`src/rtl/adc_sample_scheduler.sv`:
```
// Sample-rate scheduler for an LTC2308-style ADC engine: times frames, scans the
// channel mask round-robin, issues config words and forwards tagged results.
module adc_sample_scheduler #(
  parameter int DIV_W    = 16,
  parameter bit UNIPOLAR = 1'b1
) (
  input  logic             clk,
  input  logic             rst,
  input  logic             enable,
  input  logic [DIV_W-1:0] sample_div,
  input  logic [7:0]       ch_mask,
  output logic             cmd_valid,
  input  logic             cmd_ready,
  output logic [5:0]       cmd_cfg,
  input  logic             rsp_valid,
  input  logic [11:0]      rsp_data,
  output logic             smp_valid,
  input  logic             smp_ready,
  output logic [11:0]      smp_data,
  output logic [2:0]       smp_ch,
  output logic             smp_frame_start,
  output logic             overrun,
  input  logic             overrun_clr,
  output logic             busy
);

  typedef enum logic [1:0] {S_IDLE, S_ISSUE, S_WAIT_RSP, S_OUTPUT} state_t;

  state_t           state;
  logic [DIV_W-1:0] count;
  logic [7:0]       frame_mask;
  logic [2:0]       cur_ch;
  logic             first;

  logic [DIV_W-1:0] period_m1;
  logic             tick;
  logic [7:0]       above;
  logic [2:0]       next_ch;
  logic [2:0]       start_ch;

  // NOTE: the result is given a value before the loop so every path assigns it;
  // the same rule keeps combinational logic from inferring latches.
  function automatic logic [2:0] lowest_ch(input logic [7:0] m);
    lowest_ch = 3'd0;
    for (int i = 7; i >= 0; i--) begin
      if (m[i]) lowest_ch = 3'(i);
    end
  endfunction

  // {S/D, O/S, S1, S0, UNI, SLP}: single-ended, odd channel on O/S, awake.
  function automatic logic [5:0] cfg_word(input logic [2:0] ch);
    return {1'b1, ch[0], ch[2], ch[1], UNIPOLAR, 1'b0};
  endfunction

  // Periods below 2 would leave no room for the wrap; clamp to 2.
  assign period_m1 = (sample_div < DIV_W'(2)) ? DIV_W'(1) : sample_div - DIV_W'(1);
  assign tick      = enable && (count == period_m1);
  assign above     = frame_mask & (8'hFE << cur_ch);
  assign next_ch   = lowest_ch(above);
  assign start_ch  = lowest_ch(ch_mask);

  // NOTE: every register in this block uses non-blocking assignment so all
  // next-state values are computed from the same pre-edge snapshot.
  always_ff @(posedge clk) begin
    if (rst) begin
      state           <= S_IDLE;
      count           <= '0;
      frame_mask      <= '0;
      cur_ch          <= '0;
      first           <= 1'b0;
      cmd_valid       <= 1'b0;
      cmd_cfg         <= '0;
      smp_valid       <= 1'b0;
      smp_data        <= '0;
      smp_ch          <= '0;
      smp_frame_start <= 1'b0;
      overrun         <= 1'b0;
      busy            <= 1'b0;
    end else begin
      if (!enable || tick) count <= '0;
      else                 count <= count + 1'b1;

      // A tick that cannot start a frame is dropped and flagged; set beats clear.
      if (tick && state != S_IDLE) overrun <= 1'b1;
      else if (overrun_clr)        overrun <= 1'b0;

      case (state)
        S_IDLE: begin
          if (tick && ch_mask != 8'h00) begin
            frame_mask <= ch_mask;
            cur_ch     <= start_ch;
            first      <= 1'b1;
            cmd_cfg    <= cfg_word(start_ch);
            cmd_valid  <= 1'b1;
            busy       <= 1'b1;
            state      <= S_ISSUE;
          end
        end
        S_ISSUE: begin
          if (cmd_ready) begin
            cmd_valid <= 1'b0;
            state     <= S_WAIT_RSP;
          end
        end
        S_WAIT_RSP: begin
          if (rsp_valid) begin
            smp_data        <= rsp_data;
            smp_ch          <= cur_ch;
            smp_frame_start <= first;
            smp_valid       <= 1'b1;
            state           <= S_OUTPUT;
          end
        end
        S_OUTPUT: begin
          if (smp_ready) begin
            smp_valid       <= 1'b0;
            smp_frame_start <= 1'b0;
            if (above != 8'h00) begin
              cur_ch    <= next_ch;
              first     <= 1'b0;
              cmd_cfg   <= cfg_word(next_ch);
              cmd_valid <= 1'b1;
              state     <= S_ISSUE;
            end else begin
              busy  <= 1'b0;
              state <= S_IDLE;
            end
          end
        end
        default: state <= S_IDLE;
      endcase
    end
  end

endmodule

```
`config.mk`:
```
export PLATFORM = sky130hd
export DESIGN_NAME = adc_sample_scheduler
export DESIGN_NICKNAME = d
export VERILOG_FILES = /design/src/rtl/adc_sample_scheduler.sv
export SDC_FILE = /design/constraint.sdc
export NUM_CORES = 1
export LEC_CHECK = 0
export CORE_MARGIN = 3
export CORE_UTILIZATION = 50
export CTS_CLUSTER_SIZE = 40
export DETAILED_ROUTE_END_ITERATION = 10
export PLACE_DENSITY_LB_ADDON = 0.12
export SLEW_MARGIN = 25
export SYNTH_ARGS = -nofsm -noshare
export SYNTH_HDL_FRONTEND = slang
export SYNTH_SLANG_ARGS = --single-unit
```
`constraint.sdc`:
```
create_clock -name clk -period 7.9 [get_ports clk]
set_input_delay 1.185 -clock clk [delete_from_list [all_inputs] [get_ports clk]]
set_output_delay 1.185 -clock clk [all_outputs]
set_load 0.02 [all_outputs]
```
==> impl_results.md, run 1 <==
* Worst skew pair latency at between 300 and 400 ps
* Met3 GRT Util at approximately 4.5%
* # setup viols final at 0
* Synthesized net count at between 400 and 500
* Final worst-path cycle share at a little over three fifths
* DRC violations left at 0
* Max incr delay on CP at 830 ps
* I/O Buffers at 67
* MaxCap Viol Count at 0
* CORE AREA at between 6000 and 7000 sq um
* First-pass GRT wire length at 12.82 mm
* Post_cts resized at 0
* Slew Limit Fails at 0
* Detailed placement HPWL at 6.034 mm
* Avg WL per Cell at about 15 microns
* Seq cells post-synth at 50
* H-tree lvl count at 2
* Netlist Area Pre-Place at about 3200 sq um
* Dominant cells by area after synthesis: dfxtp_1, nand2_1, nor2_1
* Vias per inst at approximately 5.6
* Gr busiest metal: met2
* Critical-path cell list: clkdlybuf4s50_1 > inv_1 > ha_1 > inv_1 > or4_4 > nor2_2 > mux2i_1 > xnor2_2 > nor4_2 > nor4b_4 > or3b_1 > nor2_1
* Fmax at ~200 MHz
* Die H at 85.99 microns
* Bufs and invs on worst path at 3
* Initial Util at between 50 and 60%
* Final RePlAce weighted congestion at 0.8834
* Share of layout cells above drive strength 1 at around 7.8%
* Die Width at between 80 and 90 microns
* Setup Slack @ Placement at ~2600 ps
* Area delta synth->final at 23.31%
* Vias at slightly above 3,000
* Crit path launch type: primary input
* EDFF count, synth at 0
* CP max FO at 16
* P_int at approximately 0.35 mW
* NetSw at approximately 0.12 mW
* Core Util, Final at 65.09%
* Initial antenna violation count at 0
* 1st-iter DRT viols at 186
* Design Area, Final at 3945 sq um
* NumNets Final at 513
* Max_slew headroom at 31.85%
* Root Driver: clkbuf_8
* Logic pwr share at between 10% and 20%
* Share of the synthesized area in the top cell type at 31.29%
* Gr ovfl total at 0
* Num CTS Buffers at 5
* Final TNS setup at 0 ps
* CP Capture Type: register
* Mapped Avg Cell Area at about 7.8 sq um
* Critical path class: primary input to register
* Met2 Track Usage GR at between 30% and 40%
* Power density cells at 118.5 nW/um^2
* Data required time of the critical path at approximately 8000 ps
* Critical Path AT at approximately 5100 ps
* # rows at 28
* N_diodes at 0
* FFs w/ async S/R, synth at 0%
* Seq/Total Area, Yosys at around 31%
* P_leak at approximately 1.4 nW
* Post-Syn Instances at 408
* Routed WL at about 7.9 mm
* Die area at 7394 sq um
* Buffer count from post-CTS setup fixing at 0
* Post-synth top area cell: dfxtp_1
* Synth Flop Type: dfxtp_1
* Placed Area at between 3000 and 4000 sq um
* Largest net degree at the start of global routing at 40
* Setup ws final at around 3000 ps
* Hold Path Class: register to register
* Met1 Use GR at about 30%
* GRT Total Usage at a little over a fifth
* IO Count at 69
* Drt pass-1 iters at 4
* Max Buffers Root-to-Sink at 2
* Vias in the first global route at 2,754
* Synthesis Warnings at 0
* Sw Share at between 20% and 30%
* Post-route ant nets at 0
* Clk sinks at 50
* CTS tree: yes
* Share of power burned in the clock network at ~33%
* Status: complete, no violations
* Hold-fix buffers, CTS at 0
* Post-synth cell types at 68
* Worst path most repeated cell: inv_1
* Final Hold Vio Count at 0
* CP max stage cell: or3b_1
* Skew final at 9.711 ps
* Period minus WS final at 4940 ps
* Sequential power share at approximately 54%
* Delay-heaviest family, CP: simple AND/OR/NAND/NOR gates
* Peak VDD IR at 94.60 uV
* Clock Pin Slew Worst Setup and Hold Paths at 90 ps
* RSZ-0062 raised after global routing: no
* Worst-margin pin slew at 1022 ps
==> cells in the final DEF (no fill, tap or decap), types with 7 or more instances in the layout <==
master,synthesis,routed
nand3_1,10,10
xnor2_1,12,12
a21oi_1,35,35
o21ai_0,9,9
nor3_1,12,12
clkdlybuf4s50_1,0,67
nand2_1,58,58
nor2_1,47,47
nand2b_1,8,8
and3_1,7,7
nor2_4,8,8
inv_1,20,20
dfxtp_1,50,50
mux2i_1,9,9
ha_1,7,7
xor2_1,12,12
==> cell usage after synthesis, drive strengths merged (4+ instances only) <==
master	count
nor3	12
nor4b	4
o31ai	4
xnor2	13
nand4	4
and3	7
nor4	7
nor2	58
ha	7
nand2b	8
buf	7
mux2i	9
a21oi	36
nand2	58
xor2	12
o21ai	10
dfxtp	50
or3	4
clkbuf	13
inv	20
nand3	11
==> cell type report <==
class	count	area, sq um
clock inverters	3	21.27
repair buffers	68	678.2
multi-input cells	318	2007
flip-flops and latches	50	1001
inverters	20	75.07
well taps	75	93.84
fillers	538	2116
clock buffers	5	68.82
==> final timing paths <==
kind                  from     endpoint  slack (ps)  cells after the start
min reg2reg    smp_data[8]  smp_data[8]         460                      2
min            smp_data[8]  smp_data[8]         460                      2
max reg2reg      count[10]     count[5]        4700                      9
max          sample_div[0]     count[5]        2960                     12
==> metrics by stage <==
stage / instances / hold slack (ps) / total power, mW
final: 539 / 457.9 / 0.4677
after global routing: 539 / 483.1 / 0.4865
after CTS: 539 / 461.1 / 0.4702
after detailed placement: 531 / 447.1 / 0.3195
after global placement: 531 / 442.0 / 0.3186
after floorplan: 408 / 457.4 / 0.2907
==> power groups by stage <==
stage                     Clock (mW)  Combinational (mW)  Sequential (mW)
final                          0.153              0.0612            0.253
after global routing           0.167              0.0660            0.253
after CTS                      0.156              0.0609            0.253
after detailed placement           0              0.0605            0.259
after global placement             0              0.0596            0.259
after floorplan                    0              0.0319            0.259
==> worst register-to-register path: cells and delay by family, from the launching register on <==
kind,cells,cell delay (ps)
simple gates,7,2200
flops,1,420
compound gates,2,430
==> per-layer routing <==
layer | wire length, microns | vias to the layer above
met5 | 0 | -
met4 | 92 | 0
met3 | 520 | 9
met2 | 3518 | 85
met1 | 3729 | 1407
li1 | - | 1534
==> flip-flops by register name (all words and copies together) (netlist names) <==
signal / flops
smp_data: 12
cmd_cfg: 2
cmd_valid: 1
smp_valid: 1
smp_ch: 3
smp_frame_start: 1
overrun: 1
busy: 1
frame_mask: 7
first: 1
count: 16
state: 2
cur_ch: 2
==> cell families (layout without fill, tap and decap cells) <==
family                   count (synthesis)  in the layout  synth area share (%)
AND/OR/NAND/NOR                        192            192                 32.97
AO/OA/AOI/OAI                           84             84                 17.01
flip-flops                              50             50                 31.29
buffers and inverters                   40             96                 5.983
XOR/XNOR                                25             25                 7.079
multiplexers                             9              9                 2.816
adder cells (fa/ha/maj)                  7              7                 2.737
other                                    1              1                0.1172
No activity file was read; power rests on OpenSTA's default activity.
==> run 2: changes to the inputs <==
CORE_UTILIZATION = 46   (was 50)
clock period = 4 ns   (was 7.9 ns; I/O delays follow)
==> impl_results.md, run 2 (synthesis results as in run 1) <==
* Status: complete, no violations
* Die area at approximately 8000 sq um
* Peak VDD IR at ~160 uV
* CP max stage cell: or4_4
* Period minus WS final at 3673 ps
* Critical Path AT at between 3000 and 4000 ps
* Crit path launch type: primary input
* Share of layout cells above drive strength 1 at between 10% and 20%
* Hold-fix buffers, CTS at 0
* Max FFs per register at 16
* Skew final at 8.415 ps
* Final TNS setup at 0 ps
* Fmax at approximately 270 MHz
* Setup ws final at about 330 ps
* Area delta synth->final at 27.06%
* Commonest cells after routing, fill and taps aside: clkdlybuf4s50_1, nand2_1, dfxtp_1, nor2_1, a21oi_1
* Buffer count from post-CTS setup fixing at 0
* P_leak at 1.458 nW
* Drt pass-1 iters at 5
* Clk sinks at 50
* Slew Limit Fails at 0
* MaxCap Viol Count at 0
* Final Hold Vio Count at 0
* Initial Util at between 40% and 50%
* Critical path class: primary input to register
* Worst skew pair latency at roughly 300 ps
* Largest register by flop count: count
* CP max FO at 16
* Top Registers: count x16, smp_data x12, frame_mask x7
* N_diodes at 0
* CORE AREA at roughly 6500 sq um
* Num CTS Buffers at 5
* Post-route ant nets at 0
* Worst path most repeated cell: or4_4
* # rows at 29
* Die H at 89.40 microns
* Largest net degree at the start of global routing at 40
* Vias at between 3,000 and 4,000
* Final hold slack at between 400 and 500 ps
* DRC violations left at 0
* Post_cts resized at 0
* CP Capture Type: register
* Vias per inst at about 5.5
* Critical-path cell list: clkdlybuf4s50_1 > or4_4 > or4_4 > nor2_2 > mux2i_1 > xnor2_2 > nor4_2 > nor4b_4 > or3b_1 > buf_12 > nor2_1
* Setup Slack @ Placement at 12.44 ps
* First-pass GRT wire length at 12.66 mm
* Avg WL per Cell at ~14 microns
* GRT Total Usage at between 15 and 20%
* Vias in the first global route at 2,702
* Max Buffers Root-to-Sink at 2
* Max_slew headroom at between 60% and 70%
* Hold Path Class: register to register
* Clock Pin Slew Worst Setup and Hold Paths at 90 ps
* Die Width at 89.40 microns
* I/O Buffers at 67
* CTS tree: yes
* # setup viols final at 0
* NumNets Final at around 530
* Final RePlAce weighted congestion at about 0.83
* Gr ovfl total at 0
* 1st-iter DRT viols at approximately 180
* Commonest non-fill, non-tap cell in the layout: clkdlybuf4s50_1
* Data required time of the critical path at between 4000 and 5000 ps
* Routed WL at between 7 and 8 mm
* Root Driver: clkbuf_8
* RSZ-0062 raised after global routing: no
* Power density cells at ~230 nW/um^2
* IO Count at a little under 70
* Final worst-path cycle share at about nine tenths
* Filler cells at about 600
* Detailed placement HPWL at 5.905 mm
* H-tree lvl count at 2
* Max incr delay on CP at just under 600 ps
* Worst-margin pin slew at about 590 ps
* Initial antenna violation count at 0
## run 2: cell types whose count changed in the layout (fill, tap and decap cells not counted), sizes merged
cell  previous run  this run
buf              1        15
## run 2: power by group
part	leakage [nW]	switching, mW	internal, mW	total, mW
Clock	0.0441	0.173	0.123	0.296
Sequential	0.403	0.00148	0.498	0.500
Combinational	1.01	0.0612	0.0698	0.131
Total	1.46	0.236	0.691	0.927
## run 2: through the flow
stage	cell area [sq um]	power, mW	instances	utilization, %
2_1_floorplan	3199	0.5741	408	-
3_3_place_gp	3975	0.6400	547	60.86
3_5_place_dp	3975	0.6414	547	60.86
4_1_cts	4065	0.9356	555	62.24
5_1_grt	4065	0.9633	555	62.24
6_report	4065	0.9270	555	62.24
## run 2: worst max-delay path, delay by kind of cell
family / cells / cell delay [ps]
multiplexers: 1 / 280
buffers and inverters: 2 / 660
XOR/XNOR: 1 / 90
AND/OR/NAND/NOR: 7 / 2230
## run 2: worst paths after layout
kind	from	endpoint	slack [ps]	cells past startpoint
setup / recovery	sample_div[8]	count[15]	330	11
hold / removal	smp_data[5]	smp_data[5]	460	2
setup reg to reg	count[10]	count[15]	1370	10
hold reg to reg	smp_data[5]	smp_data[5]	460	2
## run 2: per-layer routing
metal  GRT usage [%]  vias to the layer above  wire length [microns]
li1                -                     1569                      -
met1           29.99                     1345                   3921
met2           28.33                      100                   3085
met3           3.318                       12                    488
met4           5.277                        0                    115
met5               0                        -                      0
## run 2: cell type report
class                           count  area (sq um)  share of cell area (%)
Sequential cell                    50          1001                   24.62
Clock buffer                        5         68.82                   1.693
Inverter                           20         75.07                   1.847
Tap cell                           77         96.34                   2.370
Timing Repair Buffer               82         795.8                   19.58
Multi-Input combinational cell    318          2007                   49.37
Clock inverter                      3         21.27                  0.5232
